<file path="config.mk">
export PLATFORM = sky130hd
export DESIGN_NAME = processor_8085_multicycle
export DESIGN_NICKNAME = d
export VERILOG_FILES = /design/src/rtl/processor_8085_multicycle.sv
export SDC_FILE = /design/constraint.sdc
export NUM_CORES = 1
export LEC_CHECK = 0
export ABC_AREA = 1
export ABC_CLOCK_PERIOD_IN_PS = 5700
export CORE_ASPECT_RATIO = 0.8
export CORE_MARGIN = 5
export CORE_UTILIZATION = 66
export DETAILED_ROUTE_END_ITERATION = 8
export GPL_ROUTABILITY_DRIVEN = 0
export GPL_TIMING_DRIVEN = 0
export HOLD_SLACK_MARGIN = 0.15
export PLACE_DENSITY = 0.95
export SYNTH_ARGS = -nofsm -noshare
export SYNTH_HDL_FRONTEND = slang
export SYNTH_SLANG_ARGS = --single-unit
export TNS_END_PERCENT = 100
</file>
<file path="constraint.sdc">
create_clock -name clk -period 5.7 [get_ports clk]
set_input_delay 1.14 -clock clk [delete_from_list [all_inputs] [get_ports clk]]
set_output_delay 1.14 -clock clk [all_outputs]
set_load 0.02 [all_outputs]
</file>
<file path="src/rtl/processor_8085_multicycle.sv">
// processor_8085_multicycle
//   Multi-cycle 8085-style core: accumulator, small register file and CY/Z
//   flags. A FETCH/IMM/EXEC/HALT sequencer reads 8-bit instruction bytes from
//   an external instruction memory that has a combinational read port.
//
// Ports
//   clk         rising-edge clock
//   rst         synchronous active-high reset (overrides en)
//   en          1 = advance one sequencer step per cycle, 0 = hold all state
//   instr_addr  instruction-memory address (always the current pc)
//   instr_data  instruction byte read combinationally from instr_addr
//   pc          program counter
//   acc         accumulator
//   cy          carry / borrow flag
//   z           zero flag
//   halted      1 while the core sits in the HALT state
module processor_8085_multicycle #(
  parameter int DATA_W = 8,
  parameter int NREG   = 7,
  parameter int PC_W   = 8
) (
  input  logic              clk,
  input  logic              rst,
  input  logic              en,
  output logic [PC_W-1:0]   instr_addr,
  input  logic [7:0]        instr_data,
  output logic [PC_W-1:0]   pc,
  output logic [DATA_W-1:0] acc,
  output logic              cy,
  output logic              z,
  output logic              halted
);

  localparam int SW = DATA_W + 1;

  localparam logic [4:0] OP_MOV_AR = 5'b00000;
  localparam logic [4:0] OP_MOV_RA = 5'b00001;
  localparam logic [4:0] OP_ADD    = 5'b00010;
  localparam logic [4:0] OP_ADC    = 5'b00011;
  localparam logic [4:0] OP_SUB    = 5'b00100;
  localparam logic [4:0] OP_ANA    = 5'b00101;
  localparam logic [4:0] OP_ORA    = 5'b00110;
  localparam logic [4:0] OP_XRA    = 5'b00111;
  localparam logic [4:0] OP_INR    = 5'b01000;
  localparam logic [4:0] OP_DCR    = 5'b01001;
  localparam logic [4:0] OP_IMM    = 5'b01010;
  localparam logic [4:0] OP_JMP    = 5'b01011;
  localparam logic [4:0] OP_HLT    = 5'b11111;

  typedef enum logic [1:0] {
    ST_FETCH = 2'd0,
    ST_IMM   = 2'd1,
    ST_EXEC  = 2'd2,
    ST_HALT  = 2'd3
  } state_t;

  state_t state_reg, state_next;

  logic [7:0]        ir_reg;
  logic [7:0]        t_reg;
  logic [PC_W-1:0]   pc_reg;
  logic [DATA_W-1:0] acc_reg;
  logic              cy_reg;
  logic              z_reg;

  logic [DATA_W-1:0] rf_reg [NREG];
  // Read view padded to all 8 encodable indices; missing entries read 0.
  logic [DATA_W-1:0] rf_rd  [8];

  logic fetch_cyc, imm_cyc, exec_cyc;

  logic [4:0]        op;
  logic [2:0]        rsel;
  logic [DATA_W-1:0] rdata;
  logic [DATA_W-1:0] imm_ext;
  logic [PC_W-1:0]   jump_target;
  logic              needs_imm;

  logic [DATA_W-1:0] exec_acc;
  logic              exec_cy;
  logic              exec_z;
  logic              rf_we;
  logic [DATA_W-1:0] rf_wdata;
  logic              jump_take;
  logic [SW-1:0]     sum;

  assign op          = ir_reg[7:3];
  assign rsel        = ir_reg[2:0];
  assign rdata       = rf_rd[rsel];
  assign imm_ext     = DATA_W'(t_reg);
  assign jump_target = PC_W'(t_reg);
  // Opcodes 01010 (MVI/ADI group) and 01011 (jump group) carry an immediate.
  assign needs_imm   = (instr_data[7:4] == 4'b0101);

  // ---------------- sequencer: state register ----------------
  always_ff @(posedge clk) begin
    if (rst) begin
      state_reg <= ST_FETCH;
    end else begin
      state_reg <= state_next;
    end
  end

  // ---------------- sequencer: next state ----------------
  always_comb begin
    state_next = state_reg;
    if (en) begin
      case (state_reg)
        ST_FETCH: state_next = needs_imm ? ST_IMM : ST_EXEC;
        ST_IMM:   state_next = ST_EXEC;
        ST_EXEC:  state_next = (op == OP_HLT) ? ST_HALT : ST_FETCH;
        ST_HALT:  state_next = ST_HALT;
        default:  state_next = ST_FETCH;
      endcase
    end
  end

  // ---------------- sequencer: outputs ----------------
  always_comb begin
    fetch_cyc = 1'b0;
    imm_cyc   = 1'b0;
    exec_cyc  = 1'b0;
    halted    = 1'b0;
    case (state_reg)
      ST_FETCH: fetch_cyc = en;
      ST_IMM:   imm_cyc   = en;
      ST_EXEC:  exec_cyc  = en;
      ST_HALT:  halted    = 1'b1;
      default:  ;
    endcase
  end

  // ---------------- execute-stage result computation ----------------
  always_comb begin
    exec_acc  = acc_reg;
    exec_cy   = cy_reg;
    exec_z    = z_reg;
    rf_we     = 1'b0;
    rf_wdata  = acc_reg;
    jump_take = 1'b0;
    sum       = '0;
    case (op)
      OP_MOV_AR: exec_acc = rdata;
      OP_MOV_RA: rf_we = 1'b1;
      OP_ADD, OP_ADC: begin
        sum      = SW'(acc_reg) + SW'(rdata) + ((op == OP_ADC) ? SW'(cy_reg) : '0);
        exec_acc = sum[DATA_W-1:0];
        exec_cy  = sum[DATA_W];
        exec_z   = (sum[DATA_W-1:0] == '0);
      end
      OP_SUB: begin
        // Top bit of the widened difference is the borrow (acc < R[r]).
        sum      = SW'(acc_reg) - SW'(rdata);
        exec_acc = sum[DATA_W-1:0];
        exec_cy  = sum[DATA_W];
        exec_z   = (sum[DATA_W-1:0] == '0);
      end
      OP_ANA, OP_ORA, OP_XRA: begin
        if (op == OP_ANA) begin
          exec_acc = acc_reg & rdata;
        end else if (op == OP_ORA) begin
          exec_acc = acc_reg | rdata;
        end else begin
          exec_acc = acc_reg ^ rdata;
        end
        exec_cy = 1'b0;
        exec_z  = (exec_acc == '0);
      end
      OP_INR, OP_DCR: begin
        rf_we    = 1'b1;
        rf_wdata = (op == OP_INR) ? rdata + DATA_W'(1) : rdata - DATA_W'(1);
        exec_z   = (rf_wdata == '0);
      end
      OP_IMM: begin
        if (rsel == 3'd0) begin
          exec_acc = imm_ext;
        end else if (rsel == 3'd1) begin
          sum      = SW'(acc_reg) + SW'(imm_ext);
          exec_acc = sum[DATA_W-1:0];
          exec_cy  = sum[DATA_W];
          exec_z   = (sum[DATA_W-1:0] == '0);
        end
      end
      OP_JMP: begin
        case (rsel)
          3'd0:    jump_take = 1'b1;
          3'd1:    jump_take = z_reg;
          3'd2:    jump_take = ~z_reg;
          3'd3:    jump_take = cy_reg;
          3'd4:    jump_take = ~cy_reg;
          default: jump_take = 1'b0;
        endcase
      end
      default: ;
    endcase
  end

  // ---------------- architectural state ----------------
  always_ff @(posedge clk) begin
    if (rst) begin
      pc_reg  <= '0;
      acc_reg <= '0;
      cy_reg  <= 1'b0;
      z_reg   <= 1'b0;
      ir_reg  <= '0;
      t_reg   <= '0;
    end else begin
      if (fetch_cyc) begin
        ir_reg <= instr_data;
        pc_reg <= pc_reg + PC_W'(1);
      end
      if (imm_cyc) begin
        t_reg  <= instr_data;
        pc_reg <= pc_reg + PC_W'(1);
      end
      if (exec_cyc) begin
        acc_reg <= exec_acc;
        cy_reg  <= exec_cy;
        z_reg   <= exec_z;
        if (jump_take) begin
          pc_reg <= jump_target;
        end
      end
    end
  end

  // Register file: only NREG physical entries; writes to absent indices
  // simply match no entry and are dropped.
  generate
    for (genvar gi = 0; gi < 8; gi++) begin : g_rf
      if (gi < NREG) begin : g_phys
        always_ff @(posedge clk) begin
          if (rst) begin
            rf_reg[gi] <= '0;
          end else if (exec_cyc && rf_we && (rsel == 3'(gi))) begin
            rf_reg[gi] <= rf_wdata;
          end
        end
        assign rf_rd[gi] = rf_reg[gi];
      end else begin : g_absent
        assign rf_rd[gi] = '0;
      end
    end
  endgenerate

  assign instr_addr = pc_reg;
  assign pc         = pc_reg;
  assign acc        = acc_reg;
  assign cy         = cy_reg;
  assign z          = z_reg;

endmodule

</file>
==> run metrics, run 1 <==
status finished, violations left; failing checks DRC; Row Count 32; Distinct cells, synth 48; MaxCap Viol Count 0; share of the synthesized area in the top cell type 0.257; FMAX 251 MHz; synthesis-to-finish area growth 12.8%; Core Footprint 0.00965 mm²; Worst Setup Slack post-DPL 1.93 ns; Max IR drop VDD 0.000302 V; Cell Chain, Critical Path buf_6, inv_2, nor2_4, buf_4, a221oi_1, o21a_1, inv_1, ha_1, a21oi_1, nor2_1, nor2_1, nand2_1, nand2_1, nand2_1, o21ai_1, nor2_1; synthesized area 0.00655 mm²; RSZ-0062 raised after global routing false; wire length per cell 17.9 µm; Pwr Total 2.02 mW; reg-to-reg slack, setup 1.71 ns; CP max stage delay 0.63 ns; Max Root-Sink Buffers 2; layout cells sized above 1 0.0668; final core area utilization 0.765; final setup fails 0; Cell Pwr Density 273 mW/mm²; setup bufs post-CTS 0; # DRC 45; synthesized area per cell 7.35 µm²; crit end category flip-flop; Bufs and invs on worst path 4; largest net degree at the start of global routing 17; clk_skew 0.00874 ns; placed cell count 1063; filler instances 659; H-tree depth 3; crit share post-route 0.700; Pre-antenna DRT Iters 9; Area after DPL 0.00708 mm²; crit path max fanout 10; CTS Sinks 92; synthesized instance count 891; non-filler instance count after layout 1079; CTS tree yes; global route overflow 0; slowest CP cell o21ai_1; initial DRC count 1187; Post-Route Setup TNS 0 ns; Post-synth ARST share 0; final worst slack 1.71 ns; Total GRT Usage 0.334; Ys Warns 0; DR vias/cell 6.20; # port buffers 36; sequential cell area fraction in the yosys report 0.367; final WL 19.3 mm; Worst EP arrival 4.06 ns; HP Class reg -> reg; initial core utilization 0.678; critical path type reg -> reg; Min Hold Slack 0.538 ns; Slew Viols, Final 0; max reg flops 56; die area 0.0120 mm²; CP top delay family compound AO/OA/AOI/OAI gates; first-pass GRT wire length 31.5 mm; vias in the first global route 6385; Setup crit start kind flip-flop; CTS root buf clkbuf_16; layout net count 994; syn nets 947; Finished Cell Area 0.00738 mm²; via count 6694; Worst-path clk slew 0.07 ns; I/O Pins 38; Area contributors post-synth edfxtp_1 26%, nand2_1 12%, dfxtp_1 11%, ha_1 7.6%, nor2_1 6.8%; Hold Fails Final Rpt 0; Worst-Margin Slew 1.40 ns; Synth Flop Type edfxtp_1; clk_lat worst skew 0.35 ns; synthesized flop and latch total 92; Worst Path Required 5.77 ns; ANT cells 0; post-layout min period 3.99 ns; Die Span Y 99.1 µm; CTS resizes 0; hold buffers post-CTS 0; Routed Antenna Nets 0; area leader, netlist edfxtp_1; antenna violations before repair 0; Leak 3.26 nW; die width 121 µm; number of synthesized flops with an enable pin 56; Rel. slew slack 0.0582; TritonCTS Buffers 9; Final HPWL DP 14.3 mm
-- placed cells by master, fill, tap and decap left out, types with 9 or more instances in the layout --
cell             instances
nand2_1                217
nor2_1                 118
inv_1                   98
nand3_1                 63
a21oi_1                 59
edfxtp_1                56
ha_1                    40
o21ai_0                 36
dfxtp_1                 36
clkdlybuf4s50_1         36
nand4_1                 24
a22oi_1                 12
xor2_1                  11
inv_2                   11
clkbuf_1                10
o21ai_1                 10
buf_4                    9
clkbuf_16                9
-- report_power, final --
part	internal (mW)	switching [mW]	total (mW)	leakage (nW)
clock	0.356	0.271	0.627	0.153
sequential	0.731	0.0292	0.760	0.871
combinational	0.194	0.437	0.631	2.24
total	1.28	0.737	2.02	3.26
-- final timing paths --
check,cells after the start,to,from
worst max-delay path,16,rf_reg[0][5],ir_reg[0]
worst min register to register,2,state_reg[1],state_reg[0]
worst min-delay path,2,state_reg[1],state_reg[0]
worst max register to register,16,rf_reg[0][5],ir_reg[0]
-- synth_stat cells (all sizes together), types with 2 or more instances --
cell       n
nor2     129
o221ai     2
edfxtp    56
nor3       7
a22oi     12
buf       19
xnor2      6
nand2    219
xor2      11
fa         5
ha        40
o21a       2
inv      109
a21oi     59
o21ai     48
o211ai     4
a221oi     4
nand4     24
dfxtp     36
or2        4
o2111ai    4
nand3b     6
nand3     64
clkbuf    10
-- worst register-to-register path, cell delays in order (launching register included) --
cell and delay (ns):
dfxtp_1 0.31, buf_6 0.15, inv_2 0.19, nor2_4 0.10, buf_4 0.21, a221oi_1 0.44, o21a_1 0.33, inv_1 0.10
ha_1 0.39, a21oi_1 0.30, nor2_1 0.09, nor2_1 0.14, nand2_1 0.07, nand2_1 0.06, nand2_1 0.09, o21ai_1 0.63
nor2_1 0.09
-- layout make-up --
class	instances	area, µm²	area share
Inverter	109	409	0.0554
Clock buffer	10	239	0.0324
Timing Repair Buffer	36	360	0.0488
Tap cell	136	170	0.0230
Sequential cell	92	2400	0.325
Multi-Input combinational cell	661	3570	0.483
Clock inverter	6	67.6	0.00915
Buffer	29	165	0.0224
-- per-layer routing --
| layer | global-route usage | wire length (µm) | up-vias |
|---|---|---|---|
| met5 | 0 | 0 | - |
| met4 | 0.127 | 736 | 0 |
| met3 | 0.116 | 2930 | 94 |
| met2 | 0.498 | 8280 | 519 |
| met1 | 0.449 | 7380 | 3022 |
| li1 | - | - | 3059 |
-- logic make-up (layout without fill, tap and decap cells) --
kind of cell / count (synthesis) / after routing / share of synthesized area
compound gates: 143 / 143 / 0.127
xor+xnor: 17 / 17 / 0.0227
fa+ha+maj: 45 / 45 / 0.0917
buf+inv: 138 / 190 / 0.0877
flops: 92 / 92 / 0.367
mux: 1 / 1 / 0.00153
simple gates: 455 / 455 / 0.303
Power figures use the tool's default switching activity.
==> inputs of run 2 (changes only) <==
--- a/config.mk
+++ b/config.mk
@@ -6,15 +6,15 @@
 export NUM_CORES = 1
 export LEC_CHECK = 0
 export ABC_AREA = 1
-export ABC_CLOCK_PERIOD_IN_PS = 5700
+export ABC_CLOCK_PERIOD_IN_PS = 3750
 export CORE_ASPECT_RATIO = 0.8
 export CORE_MARGIN = 5
-export CORE_UTILIZATION = 66
+export CORE_UTILIZATION = 61
 export DETAILED_ROUTE_END_ITERATION = 8
 export GPL_ROUTABILITY_DRIVEN = 0
 export GPL_TIMING_DRIVEN = 0
 export HOLD_SLACK_MARGIN = 0.15
-export PLACE_DENSITY = 0.95
+export PLACE_DENSITY = 0.91
 export SYNTH_ARGS = -nofsm -noshare
 export SYNTH_HDL_FRONTEND = slang
 export SYNTH_SLANG_ARGS = --single-unit
==> constraint.sdc (replaced) <==
create_clock -name clk -period 3.75 [get_ports clk]
set_input_delay 0.75 -clock clk [delete_from_list [all_inputs] [get_ports clk]]
set_output_delay 0.75 -clock clk [all_outputs]
set_load 0.02 [all_outputs]
==> run metrics, run 2 (synthesis gave the netlist of run 1 again) <==
status completed; max reg flops 56; P_sw 1.14 mW; slowest CP cell a221oi_1; H-tree depth 3; commonest non-fill, non-tap cells in the layout 217 x nand2_1, 118 x nor2_1, 98 x inv_1, 63 x nand3_1, 58 x a21oi_1; CTS tree yes; CP top delay family compound AO/OA/AOI/OAI gates; Bufs and invs on worst path 5; Setup crit start kind flip-flop; non-filler instance count after layout 1081; layout cells sized above 1 0.0776; Clock Power Share 0.294; Top cell by count, worst path nand2_1; met3 Usage GRT 0.0948; Routed Antenna Nets 0; post-layout min period 3.53 ns; Cell Pwr Density 406 mW/mm²; Leak 3.26 nW; R2R cell count 15; final setup fails 0; I/O Pins 38; initial core utilization 0.632; Comb pwr share 0.323; Worst-path clk slew 0.07 ns; die area 0.0129 mm²; crit end category flip-flop; multi-input logic area 0.00361 mm²; crit path max fanout 10; Final HPWL DP 14.1 mm; synthesis-to-finish area growth 13.3%; busiest grt layer met2; Worst-Margin Slew 1.35 ns; HP Class reg -> reg; CTS root buf clkbuf_16; FMAX 283 MHz; final core area utilization 0.716; clk_skew 0.00853 ns; reg-to-reg slack, setup 0.22 ns; crit share post-route 0.942; Max Root-Sink Buffers 2; Row Count 33; via count 6751; Hold Fails Final Rpt 0; most common cell after layout, fill and taps aside nand2_1; Pre-antenna DRT Iters 9; TritonCTS Buffers 9; initial DRC count 1064; Max IR drop VDD 0.000345 V; Worst Path Required 3.82 ns; final worst slack 0.216 ns; met2 Usage GRT 0.456; global route overflow 0; Rel. slew slack 0.0910; antenna violations before repair 0; Core Footprint 0.0104 mm²; end of the critical path rf_reg[3][7]; hold buffers post-CTS 0; Critical Path Start ir_reg[2]; first-pass GRT wire length 31.1 mm; layout net count 992; MaxCap Viol Count 0; clk_lat worst skew 0.35 ns; # DRC 0; Slew Viols, Final 0; ANT cells 0; reg-to-reg critical path endpoint rf_reg[3][7]; largest net degree at the start of global routing 19; Reg2Reg Launch Point ir_reg[2]; Total GRT Usage 0.303; filler instances 778; # port buffers 36; Die Span Y 103 µm; placed cell count 1067; CP max stage delay 0.42 ns; switch share 0.377; Power Internal 1.88 mW; Cell Chain, Critical Path buf_2, inv_2, clkbuf_2, a21oi_1, a21oi_2, inv_1, ha_1, nand2_1, inv_1, a221oi_1, nand3_1, nand2_1, nand2_1, o21ai_2, nor2_1; Worst EP arrival 3.61 ns; Worst Setup Slack post-DPL 0.0104 ns; Reg area 0.00240 mm²; vias in the first global route 6249; DR vias/cell 6.25; critical path type reg -> reg; met1 usage 0.410; sequential share of power 0.383; Crit path depth 15; CTS Sinks 92; wire length per cell 18.2 µm; final WL 19.7 mm; die width 126 µm
==> run 2: worst min path at each step <==
stage	from	to	cells after the start
5_1_grt	state_reg[0]	state_reg[1]	2
6_report	state_reg[0]	state_reg[1]	2
4_1_cts	state_reg[0]	state_reg[1]	2
3_3_place_gp	state_reg[0]	state_reg[1]	2
2_1_floorplan	imm_ext[4]	imm_ext[4]	2
3_5_place_dp	state_reg[0]	state_reg[1]	2
==> run 2: layout make-up <==
type                            instances  area share
Clock inverter                          7     0.00978
Sequential cell                        92       0.324
Timing Repair Buffer                   36      0.0486
Clock buffer                            9      0.0304
Tap cell                              140      0.0236
Buffer                                 27      0.0214
Inverter                              109      0.0551
Multi-Input combinational cell        661       0.487
==> run 2: layer usage <==
| metal | vias up | part of all wire |
|---|---|---|
| li1 | 3053 | - |
| met1 | 2993 | 0.37 |
| met2 | 599 | 0.42 |
| met3 | 106 | 0.17 |
| met4 | 0 | 0.035 |
| met5 | - | 0 |
==> run 2: timing repair <==
item                       in CTS  in global routing
setup endpoints to repair       9                 31
setup buffers                   0                  0
gates resized for setup         2                  9
pin swaps                       0                  0
==> run 2: worst register-to-register path: stages, from the launching register on <==
cell and delay (ns):
dfxtp_1 0.34, buf_2 0.21, inv_2 0.19, clkbuf_2 0.31
a21oi_1 0.16, a21oi_2 0.34, inv_1 0.13, ha_1 0.38
nand2_1 0.09, inv_1 0.05, a221oi_1 0.42, nand3_1 0.13
nand2_1 0.10, nand2_1 0.08, o21ai_2 0.21, nor2_1 0.11
==> run 2: power groups by stage <==
stage,logic [mW],clock network (mW),registers [mW]
4_1_cts,0.918,0.882,1.15
3_5_place_dp,0.895,0,1.17
5_1_grt,1.05,0.936,1.16
3_3_place_gp,0.874,0,1.17
6_report,0.973,0.888,1.16
2_1_floorplan,0.640,0,1.17
==> run 2: metrics by stage <==
stage	power [mW]	cell area [µm²]	hold slack [ns]	TNS (ns)
2_1_floorplan	1.81	6550	0.453	0
3_3_place_gp	2.05	7080	0.490	0
3_5_place_dp	2.07	7080	0.494	0
4_1_cts	2.95	7390	0.514	0
5_1_grt	3.15	7420	0.545	-0.0278
6_report	3.02	7420	0.517	0
==> inputs of run 3 (changes only) <==
--- a/config.mk
+++ b/config.mk
@@ -7,14 +7,15 @@
 export LEC_CHECK = 0
 export ABC_AREA = 1
 export ABC_CLOCK_PERIOD_IN_PS = 3750
+export CAP_MARGIN = 25
 export CORE_ASPECT_RATIO = 0.8
 export CORE_MARGIN = 5
-export CORE_UTILIZATION = 61
+export CORE_UTILIZATION = 55
 export DETAILED_ROUTE_END_ITERATION = 8
 export GPL_ROUTABILITY_DRIVEN = 0
 export GPL_TIMING_DRIVEN = 0
 export HOLD_SLACK_MARGIN = 0.15
-export PLACE_DENSITY = 0.91
+export PLACE_DENSITY = 0.76
 export SYNTH_ARGS = -nofsm -noshare
 export SYNTH_HDL_FRONTEND = slang
 export SYNTH_SLANG_ARGS = --single-unit
==> run metrics, run 3 (synthesis gave the netlist of run 1 again) <==
status completed; Worst Path Required 3.95 ns; Max Root-Sink Buffers 2; critical path type reg -> reg; Die Span Y 108 µm; RSZ-0062 raised after global routing false; # port buffers 36; DR vias/cell 5.85; Critical Path Start ir_reg[0]; antenna violations before repair 0; # DRC 0; initial core utilization 0.564; Rel. slew slack 0.494; placed cell count 1077; global route overflow 0; Pwr Total 3.06 mW; non-filler instance count after layout 1092; filler instances 1020; wire length per cell 17.5 µm; CTS root buf clkbuf_16; most common cell after layout, fill and taps aside nand2_1; Final HPWL DP 14.2 mm; TritonCTS Buffers 9; crit end category flip-flop; Worst Setup Slack post-DPL -0.0460 ns; Leak 3.27 nW; Hold Path Origin state_reg[0]; die width 132 µm; setup bufs post-CTS 0; ANT cells 0; crit path max fanout 10; Pre-antenna DRT Iters 7; HP Class reg -> reg; final setup fails 0; Max IR drop VDD 0.000281 V; clk_lat worst skew 0.34 ns; max reg flops 56; post-layout min period 3.56 ns; Reg2Reg Launch Point ir_reg[0]; layout cells sized above 1 0.0763; Row Count 35; Setup crit start kind flip-flop; Area after DPL 0.00710 mm²; first-pass GRT wire length 30.4 mm; Routed Antenna Nets 0; Core Footprint 0.0116 mm²; Finished Cell Area 0.00744 mm²; Cell Pwr Density 411 mW/mm²; layout net count 995; Post-Route Setup TNS 0 ns; final core area utilization 0.641; Worst-path clk slew 0.07 ns; synthesis-to-finish area growth 13.7%; largest net degree at the start of global routing 18; commonest non-fill, non-tap cells in the layout 217 x nand2_1, 118 x nor2_1, 98 x inv_1, 63 x nand3_1, 58 x a21oi_1; CTS tree yes; Min Hold Slack 0.528 ns; Total GRT Usage 0.269; MaxCap Viol Count 0; I/O Pins 38; via count 6387; Worst-Margin Slew 0.757 ns; crit share post-route 0.950; Worst EP arrival 3.76 ns; H-tree depth 3; FMAX 281 MHz; initial DRC count 722; die area 0.0142 mm²; final WL 19.1 mm; Hold Fails Final Rpt 0; vias in the first global route 5871; Slew Viols, Final 0; CTS Sinks 92; clk_skew 0.0108 ns; final worst slack 0.186 ns
## run 3: worst max-delay path: stages, from the launching register on
cell     delay (ns)
dfxtp_1        0.32
buf_6          0.16
inv_2          0.11
nor2_4         0.21
buf_4          0.24
nand2_1        0.06
nand2_1        0.06
inv_1          0.05
a32oi_2        0.37
inv_1          0.16
ha_1           0.49
inv_1          0.12
a21oi_1        0.24
nor3_1         0.08
nor2_1         0.13
nand2_1        0.06
nand2_1        0.06
nand2_1        0.10
a21oi_1        0.20
nand2_1        0.07
nand2_1        0.06
a21oi_1        0.05
## run 3: area by class of cell
| cell class | instances | area, µm² | area share |
|---|---|---|---|
| Buffer | 28 | 163 | 0.0219 |
| Multi-Input combinational cell | 661 | 3600 | 0.484 |
| Inverter | 109 | 409 | 0.0550 |
| Timing Repair Buffer | 38 | 370 | 0.0498 |
| Tap cell | 148 | 185 | 0.0249 |
| Sequential cell | 92 | 2400 | 0.323 |
| Clock buffer | 10 | 229 | 0.0308 |
| Clock inverter | 6 | 82.6 | 0.0111 |
## run 3: path summary, 6_finish.rpt
| kind | slack (ns) | depth (start not counted) | end |
|---|---|---|---|
| worst min register to register | 0.53 | 2 | state_reg[1] |
| worst max-delay path | 0.19 | 21 | acc[7] |
| worst max register to register | 0.19 | 21 | acc[7] |
| worst min-delay path | 0.53 | 2 | state_reg[1] |
## run 3: repair_timing
item / CTS / global route
resized for setup: 2 / 7
endpoints found under the setup margin: 9 / 39
hold buffers: 0 / 0
endpoints found under the hold margin: 0 / 0
## run 3: layer usage
metal / GRT usage / part of all wire
met5: 0 / 0
met1: 0.387 / 0.44
met3: 0.0579 / 0.11
met2: 0.401 / 0.42
met4: 0.0881 / 0.027
## run 3: where the power goes
group | internal (mW) | switching, mW | total [mW]
sequential | 1.11 | 0.0446 | 1.16
clock | 0.533 | 0.426 | 0.959
combinational | 0.296 | 0.649 | 0.946
total | 1.94 | 1.12 | 3.06
